<file path="src/rtl/simp_pipe_csa_n_pkg.sv">
// ----------------------------------------------------------------------------
// simp_pipe_csa_n_pkg
// Shared DPE parameters, operand types and constant helpers used to size the
// carry-save reduction tree of simp_pipe_csa_n.
//   INPUT_VEC_LEN : operands summed per cycle (>= 1)
//   WIDTH         : operand / result width
//   operand_t     : WIDTH-bit unsigned operand
//   cs_pair_t     : carry-save pair (sum, carry) held in pipeline bank A
// ----------------------------------------------------------------------------
package simp_pipe_csa_n_pkg;

    localparam int INPUT_VEC_LEN = 8;
    localparam int WIDTH         = 16;

    typedef logic [WIDTH-1:0] operand_t;

    typedef struct packed {
        operand_t sum;
        operand_t carry;
    } cs_pair_t;

    // One tree level maps n operands to 2 per full group of three, plus the
    // 1 or 2 leftovers that pass straight through.
    function automatic int next_count(input int n);
        return 2 * (n / 3) + (n % 3);
    endfunction

    // Operand count present at a given tree level (level 0 = the inputs).
    function automatic int level_count(input int n, input int lvl);
        int c;
        c = n;
        for (int i = 0; i < lvl; i++) begin
            c = next_count(c);
        end
        return c;
    endfunction

    // Number of compressor levels needed to reach two (or fewer) operands.
    function automatic int num_levels(input int n);
        int c;
        int l;
        c = n;
        l = 0;
        while (c > 2) begin
            c = next_count(c);
            l++;
        end
        return l;
    endfunction

    // Start index of a level inside the flat node array holding every level.
    function automatic int level_base(input int n, input int lvl);
        int b;
        b = 0;
        for (int i = 0; i < lvl; i++) begin
            b += level_count(n, i);
        end
        return b;
    endfunction

endpackage

</file>
<file path="src/rtl/simp_pipe_csa_n_if.sv">
// ----------------------------------------------------------------------------
// simp_pipe_csa_n_if
// Data bus of the multi-operand adder.
//   in : packed operand vector [NUM_OPS-1:0][WIDTH-1:0], unsigned
//   s  : registered sum, modulo 2^WIDTH
// Modports: master drives in / reads s; slave (the adder) the reverse.
// ----------------------------------------------------------------------------
interface simp_pipe_csa_n_if
    import simp_pipe_csa_n_pkg::*;
#(
    parameter int NUM_OPS = INPUT_VEC_LEN
);

    logic [NUM_OPS-1:0][WIDTH-1:0] in;
    operand_t                      s;

    modport master (output in, input  s);
    modport slave  (input  in, output s);

endinterface

</file>
<file path="src/rtl/simp_pipe_csa_n_csa_3to2.sv">
// ----------------------------------------------------------------------------
// csa_3to2
// Word-wide 3:2 carry-save compressor.
//   a, b, c : WIDTH-bit addends
//   sum     : a ^ b ^ c
//   carry   : majority(a, b, c) << 1, truncated to WIDTH bits
// sum + carry == a + b + c (mod 2^WIDTH).
// ----------------------------------------------------------------------------
module csa_3to2
    import simp_pipe_csa_n_pkg::*;
(
    input  operand_t a,
    input  operand_t b,
    input  operand_t c,
    output operand_t sum,
    output operand_t carry
);

    assign sum = a ^ b ^ c;

    // The majority of the top bit would land at bit WIDTH, so only the lower
    // WIDTH-1 majority bits are formed and shifted up.
    assign carry = {(a[WIDTH-2:0] & b[WIDTH-2:0]) |
                    (a[WIDTH-2:0] & c[WIDTH-2:0]) |
                    (b[WIDTH-2:0] & c[WIDTH-2:0]), 1'b0};

endmodule

</file>
<file path="src/rtl/simp_pipe_csa_n.sv">
// ----------------------------------------------------------------------------
// simp_pipe_csa_n
// Two-stage pipelined multi-operand adder.
//   clk   : rising-edge clock
//   rst_n : asynchronous active-low reset, clears bank A and s
//   bus   : slave side of simp_pipe_csa_n_if (in = operands, s = sum)
// Stage 1 reduces NUM_OPS operands to a carry-save pair with a tree of
// csa_3to2 compressors and registers it in bank A. Stage 2 performs the single
// carry-propagate add into s. Latency 2 edges, one result per cycle,
// arithmetic modulo 2^WIDTH.
// ----------------------------------------------------------------------------
module simp_pipe_csa_n
    import simp_pipe_csa_n_pkg::*;
#(
    parameter int NUM_OPS = INPUT_VEC_LEN
) (
    input  logic              clk,
    input  logic              rst_n,
    simp_pipe_csa_n_if.slave  bus
);

    localparam int LEVELS   = num_levels(NUM_OPS);
    localparam int FINAL    = level_base(NUM_OPS, LEVELS);
    localparam int FINAL_N  = level_count(NUM_OPS, LEVELS);
    localparam int NODES    = FINAL + FINAL_N;

    // Every tree level is packed back-to-back in one flat array, so each node
    // is driven exactly once and consumed exactly once.
    operand_t node [NODES];

    cs_pair_t cs_next;
    cs_pair_t bank_a;
    operand_t s_q;

    for (genvar j = 0; j < NUM_OPS; j++) begin : g_in
        assign node[j] = bus.in[j];
    end

    for (genvar l = 0; l < LEVELS; l++) begin : g_level
        localparam int CNT    = level_count(NUM_OPS, l);
        localparam int SRC    = level_base(NUM_OPS, l);
        localparam int DST    = level_base(NUM_OPS, l + 1);
        localparam int GROUPS = CNT / 3;

        for (genvar g = 0; g < GROUPS; g++) begin : g_csa
            csa_3to2 u_csa (
                .a     (node[SRC + 3*g]),
                .b     (node[SRC + 3*g + 1]),
                .c     (node[SRC + 3*g + 2]),
                .sum   (node[DST + 2*g]),
                .carry (node[DST + 2*g + 1])
            );
        end

        // Leftover operands skip this level unchanged.
        for (genvar r = 0; r < CNT % 3; r++) begin : g_pass
            assign node[DST + 2*GROUPS + r] = node[SRC + 3*GROUPS + r];
        end
    end

    if (FINAL_N == 1) begin : g_final_one
        assign cs_next.sum   = node[FINAL];
        assign cs_next.carry = '0;
    end else begin : g_final_two
        assign cs_next.sum   = node[FINAL];
        assign cs_next.carry = node[FINAL + 1];
    end

    // NOTE: pipeline state uses non-blocking assignments so every stage reads
    // the previous-cycle value of the stage before it, and the async reset
    // clears both banks so no stale in-flight result survives a reset.
    always_ff @(posedge clk or negedge rst_n) begin
        if (!rst_n) begin
            bank_a <= '0;
            s_q    <= '0;
        end else begin
            bank_a <= cs_next;
            s_q    <= bank_a.sum + bank_a.carry;
        end
    end

    assign bus.s = s_q;

endmodule

</file>
<file path="src/flat_wrapper.sv">
// flat-port wrapper written by rule: the top's interface ports become plain ports
module simp_pipe_csa_n_flat import simp_pipe_csa_n_pkg::*;
#(
    parameter int NUM_OPS = INPUT_VEC_LEN
)
  (clk, rst_n, bus_in, bus_s);
  simp_pipe_csa_n_if #(.NUM_OPS(NUM_OPS)) bus_i ();
  input  logic clk;
  input  logic rst_n;
  input wire logic [$bits(bus_i.in)-1:0] bus_in;
  output wire logic [$bits(bus_i.s)-1:0] bus_s;
  assign bus_i.in = bus_in;
  assign bus_s = bus_i.s;
  simp_pipe_csa_n #(.NUM_OPS(NUM_OPS)) u_core (.clk(clk), .rst_n(rst_n), .bus(bus_i));
endmodule
</file>
<file path="config.mk">
export PLATFORM = sky130hd
export DESIGN_NAME = simp_pipe_csa_n_flat
export DESIGN_NICKNAME = d
export VERILOG_FILES = /design/src/rtl/simp_pipe_csa_n_pkg.sv /design/src/rtl/simp_pipe_csa_n_if.sv /design/src/rtl/simp_pipe_csa_n_csa_3to2.sv /design/src/rtl/simp_pipe_csa_n.sv /design/src/flat_wrapper.sv
export SDC_FILE = /design/constraint.sdc
export NUM_CORES = 1
export LEC_CHECK = 0
export CORE_MARGIN = 3
export CORE_UTILIZATION = 65
export CTS_CLUSTER_DIAMETER = 40
export CTS_CLUSTER_SIZE = 12
export DETAILED_ROUTE_END_ITERATION = 6
export DONT_BUFFER_PORTS = 1
export PLACE_DENSITY = 0.81
export SLEW_MARGIN = 20
export SYNTH_ARGS = -nofsm -noshare
export SYNTH_HDL_FRONTEND = slang
export SYNTH_HIERARCHICAL = 1
export SYNTH_SLANG_ARGS = --single-unit
</file>
<file path="constraint.sdc">
create_clock -name clk -period 2.5 [get_ports clk]
set_input_delay 0.75 -clock clk [delete_from_list [all_inputs] [get_ports clk]]
set_output_delay 0.75 -clock clk [all_outputs]
set_load 0.03 [all_outputs]
</file>
---- Yosys cells after proc, flatten, opt, wreduce, memory -nomap -nowiden ----
Cells that the tools add are included.
operators by class
  $add $sub $neg .......................... 1
  bitwise operators ....................... 42
operator list
  cell            number
  $and 15x15->15  18
  $xor 16x16->16  12
  $or 15x15->15   12
  $add 16x16->16  1
word-level totals
  register bits after elaboration ......... 47
  output and inout port bits .............. 16
  logic and storage cells ................. 46

---- Depth between registers and ports, before layout ----
  depth in word-level cells ............... 12
  mapped depth ............................ 7
  depth with buffers taken out ............ 7

---- Cells and area by module ----
The synthesis kept the hierarchy.
by module, submodules not included
  module           instances  cells each  area an instance (µm²)  sequential area each (µm²)
  csa_3to2         6          18          335.3                   0.0
  simp_pipe_csa_n  1          152         2006.9                  1201.2

---- Least setup slack after synthesis ----
No wires, ideal clock.
  kind .................................... input -> register
  from .................................... input bus_in[1]
  to ...................................... register u_core/bank_a[17] in the netlist's numbering
  setup time .............................. 136 ps
  data arrival time ....................... 2731 ps
  path slack .............................. -367 ps
  stages .................................. 4
  path buffers ............................ 0
  cells stage by stage .................... fa_1 > fa_1 > fa_1 > fa_1
RTL lines
  item                  line                   text
  start, declared       flat_wrapper.sv:10     input wire logic [$bits(bus_i.in)-1:0] bus_in;
  end signal, assigned  simp_pipe_csa_n.sv:77  bank_a <= cs_next;
  end, declared         simp_pipe_csa_n.sv:32  cs_pair_t bank_a;

==> metrics.txt <==
status complete, but fails checks; failing checks setup timing; num rows 28; initial antenna violation count 0; crit end category register; post-synth top area cell fa_1; placed cell area ~0.004 sq mm; DRT iter0 DRCs between 80 and 90; Layout area overhead 3.36%; clk buf depth 2; Total GRT Usage 0.191; Syn. warnings 6; CTS clk-pin slew, worst paths around 80 ps; filler instances a little under 400; Mapped Avg Cell Area approximately 15 sq um; RSZ-0062 raised after global routing yes; final setup vio count 14; crit path launch type input port; Synth Net Count 496; Die H ~85 um; final setup skew about 4.7 ps; final worst setup slack -82.8 ps; n_diodes 0; vias in the first global route between 2000 and 2500; Post-Synthesis Cell Area about 0.004 sq mm; Via density roughly 5.9; library cells used by synthesis 36; pin count of the biggest net entering global routing 49; Post-CTS Setup Bufs 0; CTS sink cnt 48; Post-Synth XOR/XNOR Area 0.0638; worst flop-to-flop path endpoint u_core/bus.s[12]; Die X ~85 um; share of cells above drive strength 1 0.106; Detail Placement HPWL between 5000 and 6000 um; final hold viol count 0; initial core utilization 0.675; CTS tree built; Residual DRC 0; CTS buffer count 5; Max Fclk approximately 390 MHz; worst vdd ir about 740 uV; R2R Path Start u_core/bank_a[16]; most common cell after layout, fill and taps aside fa_1; simple-gate share of the synthesized area 0.0433; Async SR Flop Fraction 1.00; core area between 0.005 and 0.006 sq mm; Post-Synth Adder-Cell Area 0.500; Yosys top cell area share 0.453; Worst R2R Path Depth 7; global-route wire length before repair 10600 um; PortBufs 0; Reg2Reg Setup Slack ~370 ps; total vias in the final route between 1500 and 2000; Post-synth EDFFs 0; most frequent cells in the layout 83 x fa_1, 48 x dfrtp_1, 15 x ha_1, 13 x a21oi_1, 9 x nand2_1; Final Max Tran Viols 0; Crit path required time 2670 ps; largest cells by area after synthesis fa_1 45%, dfrtp_1 30%, ha_1 4.7%, xor3_1 3.5%, a21oi_1 1.6%; Yosys reg bits 48; WL per Instance between 15 and 20 um; post-synthesis sequential area ratio 0.299; final instance area ~0.0042 sq mm; largest family of logic cells by synthesized area adder cells; LEAKAGE 1.71 nW; Max Cap Viol 0; period utilisation layout 1.03; PwrDens approximately 1300 mW/mm^2; mux cell area share after synthesis 0.00498; critical path type in -> reg; final WL 6320 um; # H-tree levels 2; worst hold-check path type in -> async; Detailed Routing Iterations Pass 1 4; Nets around 490; Tmin final 2580 ps; Post-synth top flop dfrtp_1; GP Congestion 0.776; Clock Root Buffer clkbuf_8; Post-Syn Instances 260; worst slack, placed -392 ps; Max FO, Critical Path 1; Detail Route Antenna Nets 0; WP data arrival 2750 ps; GR Overflow Total 0; Synth Area in Compound Gates 0.0648; I/O pins around 150; clk_lat worst skew 290 ps; die area around 0.0072 sq mm
cells in the mapped netlist, drive strengths merged (4+ instances only):
cell type	n
xor2	6
o21ai	7
buf	12
xor3	6
fa	91
nand3	6
nor3	4
nand2	9
a21o	5
ha	15
a21oi	14
xnor2	7
dfrtp	48
conb	6
power breakdown:
group          internal [mW]  total, mW  switching [mW]
Sequential              1.23       1.66           0.439
Clock                  0.246      0.466           0.220
Combinational           1.43       3.07            1.64
Total                   2.90       5.20            2.30
how the worst max path moves through the flow:
stage | slack (ps) | startpoint | endpoint | depth (start not counted)
floorplan | -270 | bus_in[81] | u_core/bank_a[17] | 4
global placement | -350 | bus_in[93] | u_core/bank_a[29] | 4
detailed placement | -390 | bus_in[32] | u_core/bank_a[16] | 4
CTS | -90 | bus_in[32] | u_core/bank_a[16] | 4
global route | -110 | bus_in[32] | u_core/bank_a[16] | 4
finish | -80 | bus_in[94] | u_core/bank_a[30] | 4
per-stage QoR:
stage | hold WS [ps] | util | setup TNS, ps | instances | total power [mW]
2_1_floorplan | 443 | - | -7000 | 260 | 4.12
3_3_place_gp | 455 | 0.678 | -8400 | 323 | 4.60
3_5_place_dp | 455 | 0.678 | -9190 | 323 | 4.78
4_1_cts | 134 | 0.695 | -474 | 330 | 5.27
5_1_grt | 128 | 0.697 | -1120 | 330 | 5.74
6_report | 147 | 0.697 | -593 | 330 | 5.20
critical path, stage by stage:
cell and delay, ps:
fa_1 550, fa_1 450, fa_1 560, fa_2 430
logic make-up after synthesis:
| family | count (synthesis) |
|---|---|
| XOR/XNOR | 19 |
| multiplexers | 2 |
| other | 6 |
| AO/OA/AOI/OAI | 38 |
| flip-flops | 48 |
| adder cells (fa/ha/maj) | 106 |
| buffers and inverters | 12 |
| AND/OR/NAND/NOR | 29 |
registers in the layout, summed over array words and instances (netlist names):
register,cells
u_core/bank_a,32
u_core/bus.s,16
area by class of cell:
type,count,area [sq um],area share
multi-input cells,200,2760,0.665
flip-flops and latches,48,1200,0.289
clock buffers,7,96.3,0.0232
well taps,75,93.8,0.0226
metal layers:
metal | GRT usage | vias to the layer above | wire, um
met5 | 0 | - | 0
met4 | 0.0475 | 0 | 72
met3 | 0.0304 | 7 | 400
met2 | 0.358 | 86 | 3820
met1 | 0.229 | 1021 | 2030
li1 | - | 843 | -
repair_timing:
action,CTS,global route
setup endpoints to repair,15,21
endpoints found under the hold margin,0,0
resized for setup,2,6
pin swaps,12,11
hold buffers,0,0
No activity file was read; power rests on OpenSTA's default activity.
